### src/rtl/pc_branch_unit.sv
// pc_branch_unit: flag register, program counter and branch resolution.
// Latches ALU Z/N flags, resolves JUMP/BRZ/BRN/BRNZ against them, redirects
// the PC on a taken branch and raises a flush window for wrong-path slots.
//
// Build option: PC_BRANCH_FLAG_BYPASS_EN forwards z_in_i/n_in_i into the
// branch condition when flag_we_i is set in the same cycle as the branch.
//
// state    | meaning
// ---------+-------------------------------------------------------------
// ST_RUN   | normal sequencing, branches resolved when en_i=1
// ST_FLUSH | wrong-path squash window, branches ignored, counter runs
// ST_HALT  | sequencing stopped, pc/flags frozen until rst_ni

module pc_branch_unit #(
  parameter int unsigned          PC_WIDTH     = 32,
  parameter logic [PC_WIDTH-1:0]  RESET_PC     = '0,
  parameter int unsigned          FLUSH_CYCLES = 2
) (
  input  logic                clk_i,
  input  logic                rst_ni,
  input  logic                en_i,
  input  logic                flag_we_i,
  input  logic                z_in_i,
  input  logic                n_in_i,
  input  logic                br_valid_i,
  input  logic [2:0]          br_op_i,
  input  logic [PC_WIDTH-1:0] target_i,
  input  logic                halt_req_i,
  output logic [PC_WIDTH-1:0] pc_o,
  output logic                z_flag_o,
  output logic                n_flag_o,
  output logic                taken_o,
  output logic                flush_o,
  output logic                halted_o
);

  typedef enum logic [1:0] {
    ST_RUN   = 2'd0,
    ST_FLUSH = 2'd1,
    ST_HALT  = 2'd2
  } state_e;

  localparam logic [2:0] OP_JUMP = 3'b001;
  localparam logic [2:0] OP_BRZ  = 3'b010;
  localparam logic [2:0] OP_BRN  = 3'b011;
  localparam logic [2:0] OP_BRNZ = 3'b100;

  localparam logic [PC_WIDTH-1:0] PC_ONE     = PC_WIDTH'(1);
  localparam logic [3:0]          FLUSH_LOAD = 4'(FLUSH_CYCLES);
  localparam logic                HAS_FLUSH  = (FLUSH_CYCLES != 0);

  state_e                state_q, state_d;
  logic [PC_WIDTH-1:0]   pc_q, pc_d;
  logic [3:0]            cnt_q, cnt_d;
  logic                  z_q, z_d;
  logic                  n_q, n_d;
  logic                  taken_q, taken_d;
  logic                  flush_q, flush_d;
  logic                  halted_q, halted_d;

  logic                  z_eval;
  logic                  n_eval;
  logic                  cond;

  // Select the flag values the branch condition is evaluated against.
  always_comb begin
    z_eval = z_q;
    n_eval = n_q;
`ifdef PC_BRANCH_FLAG_BYPASS_EN
    if (flag_we_i) begin
      z_eval = z_in_i;
      n_eval = n_in_i;
    end
`else
`endif
  end

  // Decode br_op into a taken/not-taken condition; reserved codes never take.
  always_comb begin
    cond = 1'b0;
    unique case (br_op_i)
      OP_JUMP: cond = 1'b1;
      OP_BRZ:  cond = z_eval;
      OP_BRN:  cond = n_eval;
      OP_BRNZ: cond = ~z_eval;
      default: cond = 1'b0;
    endcase
  end

  // Next-state and registered-output logic for the sequencing FSM.
  always_comb begin
    state_d  = state_q;
    pc_d     = pc_q;
    cnt_d    = cnt_q;
    z_d      = z_q;
    n_d      = n_q;
    taken_d  = 1'b0;
    flush_d  = flush_q;
    halted_d = halted_q;

    // Flags load independently of en; only HALT freezes them.
    if (state_q != ST_HALT && flag_we_i) begin
      z_d = z_in_i;
      n_d = n_in_i;
    end

    unique case (state_q)
      ST_RUN: begin
        if (halt_req_i) begin
          state_d  = ST_HALT;
          halted_d = 1'b1;
          flush_d  = 1'b0;
        end else if (en_i) begin
          if (br_valid_i && cond) begin
            pc_d    = target_i;
            taken_d = 1'b1;
            if (HAS_FLUSH) begin
              cnt_d   = FLUSH_LOAD;
              flush_d = 1'b1;
              state_d = ST_FLUSH;
            end
          end else begin
            pc_d = pc_q + PC_ONE;
          end
        end
      end
      ST_FLUSH: begin
        if (halt_req_i) begin
          state_d  = ST_HALT;
          halted_d = 1'b1;
          flush_d  = 1'b0;
          cnt_d    = '0;
        end else if (en_i) begin
          pc_d  = pc_q + PC_ONE;
          cnt_d = cnt_q - 4'd1;
          // Terminal count: this en cycle is the last one of the window.
          if (cnt_q == 4'd1) begin
            flush_d = 1'b0;
            state_d = ST_RUN;
          end
        end
      end
      ST_HALT: begin
        flush_d  = 1'b0;
        halted_d = 1'b1;
      end
      default: begin
        state_d = ST_RUN;
        flush_d = 1'b0;
        cnt_d   = '0;
      end
    endcase
  end

  // State and output registers with asynchronous active-low reset.
  always_ff @(posedge clk_i or negedge rst_ni) begin
    if (!rst_ni) begin
      state_q  <= ST_RUN;
      pc_q     <= RESET_PC;
      cnt_q    <= '0;
      z_q      <= 1'b0;
      n_q      <= 1'b0;
      taken_q  <= 1'b0;
      flush_q  <= 1'b0;
      halted_q <= 1'b0;
    end else begin
      state_q  <= state_d;
      pc_q     <= pc_d;
      cnt_q    <= cnt_d;
      z_q      <= z_d;
      n_q      <= n_d;
      taken_q  <= taken_d;
      flush_q  <= flush_d;
      halted_q <= halted_d;
    end
  end

  assign pc_o     = pc_q;
  assign z_flag_o = z_q;
  assign n_flag_o = n_q;
  assign taken_o  = taken_q;
  assign flush_o  = flush_q;
  assign halted_o = halted_q;

endmodule

### config.mk
export PLATFORM = sky130hd
export DESIGN_NAME = pc_branch_unit
export DESIGN_NICKNAME = d
export VERILOG_FILES = /design/src/rtl/pc_branch_unit.sv
export SDC_FILE = /design/constraint.sdc
export NUM_CORES = 1
export LEC_CHECK = 0
export BUFFER_PORTS_ARGS = -buffer_cell sky130_fd_sc_hd__buf_2
export CAP_MARGIN = 20
export CELL_PAD_IN_SITES_DETAIL_PLACEMENT = 0
export CELL_PAD_IN_SITES_GLOBAL_PLACEMENT = 1
export CORE_ASPECT_RATIO = 0.7
export CORE_MARGIN = 10
export CORE_UTILIZATION = 39
export DETAILED_ROUTE_END_ITERATION = 8
export HOLD_SLACK_MARGIN = 0.12
export PLACE_DENSITY_LB_ADDON = 0.1
export SLEW_MARGIN = 5
export SYNTH_ARGS = -nofsm -noshare
export SYNTH_HDL_FRONTEND = slang
export SYNTH_SLANG_ARGS = --single-unit
### constraint.sdc
create_clock -name clk_i -period 2.4 [get_ports clk_i]
set_input_delay 0.48 -clock clk_i [delete_from_list [all_inputs] [get_ports clk_i]]
set_output_delay 0.48 -clock clk_i [all_outputs]
set_load 0.01 [all_outputs]
==> metrics.md <==
| Metric | Value |
|---|---|
| Status | completed |
| Hold violation count in the final report | 0 |
| Cell Area, Synth | 2820 sq um |
| Die H | 91.1 um |
| Share of cells above drive strength 1 | 31.3% |
| Critical Path Start Type | register |
| Design area | 3520 sq um |
| Pleak | 1.55 nW |
| Critical-path cell list | ha_1 -> nand4_4 -> nor3_4 -> nand3_4 -> or4b_1 -> nand3_1 |
| Initial Util | 41.0% |
| Rows | 25 |
| Post-Syn Instances | 313 |
| Routed Antenna Nets | 0 |
| VDD IR max | 196 uV |
| Inserted Diodes | 0 |
| Global-route wire length before repair | 15200 um |
| Final wirelength | 9310 um |
| Worst-Margin Slew | 0.523 ns |
| Die area | 11100 sq um |
| Dpl cell area | approximately 3400 sq um |
| Slowest-stage cell, CP | or4b_1 |
| Post-DR wirelength/cell | between 15 and 20 um |
| CTS max path bufs | 2 |
| Hold-fix buffer count after cts | 0 |
| Slew Viols, Final | 0 |
| Die Wd | between 100 and 150 um |
| CTS H-tree depth | 2 |
| Setup Fix Bufs, Post-CTS | 0 |
| Post-layout total power | 1.69 mW |
| Final setup vio count | 0 |
| I/O Buffers | 79 |
| Tmin final | between 2 and 2.5 ns |
| Core Box Area | about 6900 sq um |
| Non-Filler Instances | 490 |
| Sequential fraction of the synthesis area | 38.2% |
| Remaining global-route overflow | 0 |
| Setup TNS | 0 ns |
| Hold Path Class | input pin to async pin |
| CTS resizes | 0 |
| Share of the synthesized area in the top cell type | 38.2% |
| Total CTS buffers | 5 |
| Xor/xnor share of the synthesized area | 0% |
| Clock Sinks | 43 |
| CP startpoint | pc_o[0] |
| Max-cap viol count | 0 |
| Nets | 441 |
| Synth Area in Compound Gates | approximately 25% |
| Initial drt markers | 210 |
| Later-pin clock latency in the skew report | ~0.30 ns |
| Fin Clk Skew | 0.00778 ns |
| Most common library cells after synthesis | dfrtp_1 (43), a21oi_1 (22), nor3_1 (21) |
| Synth area leader | dfrtp_1 |
| Placer Congestion | 0.815 |
| Worst setup EP type | register |
| Adder-Cell Fraction of Synth Area | 1.33% |
| RSZ-0062 raised after global routing | no |
| CP delay by family, top | simple AND/OR/NAND/NOR gates |
| Worst-path fanout max | 6 |
| Most frequent cell after synthesis | dfrtp_1 |
| DRC viols | 0 |
| Final worst-path cycle share | 85.6% |
| Bufs and invs on worst path | 0 |
| DR pass1 iterations | 4 |
| Worst EP required | between 2 and 3 ns |
| Post-Synth Simple-Gate Area | 26.4% |
| Seq cells post-synth | 43 |
| Pwr per Cell Area | 480 nW/um^2 |
| IO Pins | 80 |
| DP HPWL | roughly 7000 um |
| Critical Path AT | 2.29 ns |
| Total track usage | between 10% and 20% |
| YS warnings | 0 |
| Critical path class | register to register |
| Worst flop-to-flop path startpoint | pc_o[0] |
| Vias | 2820 |
| Largest net degree at the start of global routing | 29 |
| Post-synth EDFFs | 0 |
| Synth unique cells | 58 |
| Layout area overhead | 24.7% |
| CTS Root Cell | clkbuf_8 |
| Syn Area/Cell | between 9 and 10 sq um |
| Asr flop ratio synth | 100% |
| Synthesized Nets | between 300 and 400 |
| Synth top area cells | dfrtp_1 (38%), a2bb2oi_1 (4.0%), o22a_1 (4.0%) |
| Reg clk slew, reported paths | 0.09 ns |
| Mux cell area share after synthesis | ~3.7% |
| Number of global-route vias before repair | 2784 |
| Max-slew headroom | 65.1% |
| Peak Freq | slightly below 500 MHz |
| Main flop type after synthesis | dfrtp_1 |
| Hold_ws | 0.147 ns |
| Initial antenna violation count | 0 |
| Cell Count Post-Placement | slightly below 500 |
| Number of vias per cell | 5.76 |
| CTS tree | done |
| Critical Path Max Stage Delay | 0.49 ns |
| Largest family of logic cells by synthesized area | simple AND/OR/NAND/NOR gates |
-- metrics by stage --
step	utilization [%]	setup slack, ns
detailed placement	49.4	0.303
floorplan	-	0.431
finish	51.1	0.345
CTS	51.1	0.360
global placement	49.4	0.324
global route	51.1	0.222
-- logic make-up (layout without fill, tap and decap cells) --
kind of cell,count (synthesis),in the layout
buf+inv,33,116
fa+ha+maj,3,3
compound gates,102,102
simple gates,122,122
flops,43,43
mux,10,10
-- worst paths after layout --
path,endpoint,slack [ns],cells past startpoint
worst min register to register,halted_o,0.47,1
worst min-delay path,pc_o[20],0.15,1
max in group asynchronous,cnt_q[3],1.73,2
worst max register to register,pc_o[30],0.35,6
min in group clk_i,pc_o[0],0.41,3
worst max-delay path,pc_o[30],0.35,6
-- routing by layer --
| metal | global-route usage (%) | share of wire, % | vias up | wire length [um] |
|---|---|---|---|---|
| met5 | 0 | 0 | - | 0 |
| met2 | 23.4 | 42 | 92 | 3880 |
| met1 | 24.4 | 50 | 1348 | 4650 |
| met4 | 3.07 | 0.54 | 0 | 50 |
| li1 | - | - | 1375 | - |
| met3 | 4.95 | 7.8 | 5 | 723 |
-- report_power, final --
part           switching (mW)  total [mW]  internal (mW)
Combinational           0.155       0.280          0.125
Sequential             0.0498       0.810          0.760
Clock                   0.263       0.601          0.337
-- cells in the final DEF (no fill, tap or decap), types with 7 or more instances in the layout --
master / n
a21oi_1: 22
a2bb2oi_1: 13
a31oi_1: 15
and3_1: 8
buf_2: 79
buf_4: 18
dfrtp_1: 43
inv_1: 8
mux2i_1: 7
nand2_1: 19
nand3_1: 16
nand4_1: 15
nor2_1: 13
nor3_1: 21
o21ai_0: 11
o22a_1: 13
-- state kept, by name (all words and copies together) (netlist names) --
name      flops
cnt_q         4
flush_o       1
halted_o      1
n_flag_o      1
pc_o         32
state_q       2
taken_o       1
z_flag_o      1
-- final cells by class --
cell class / instances / area [sq um]
clock buffer: 6 / 82.6
clock inverter: 2 / 35.0
fill: 687 / 3360
inverter: 9 / 33.8
multi-input combinational: 237 / 1600
sequential: 43 / 1080
tap: 94 / 118
timing repair buffer: 99 / 571
Note: power is estimated with default switching activity, not from simulation.
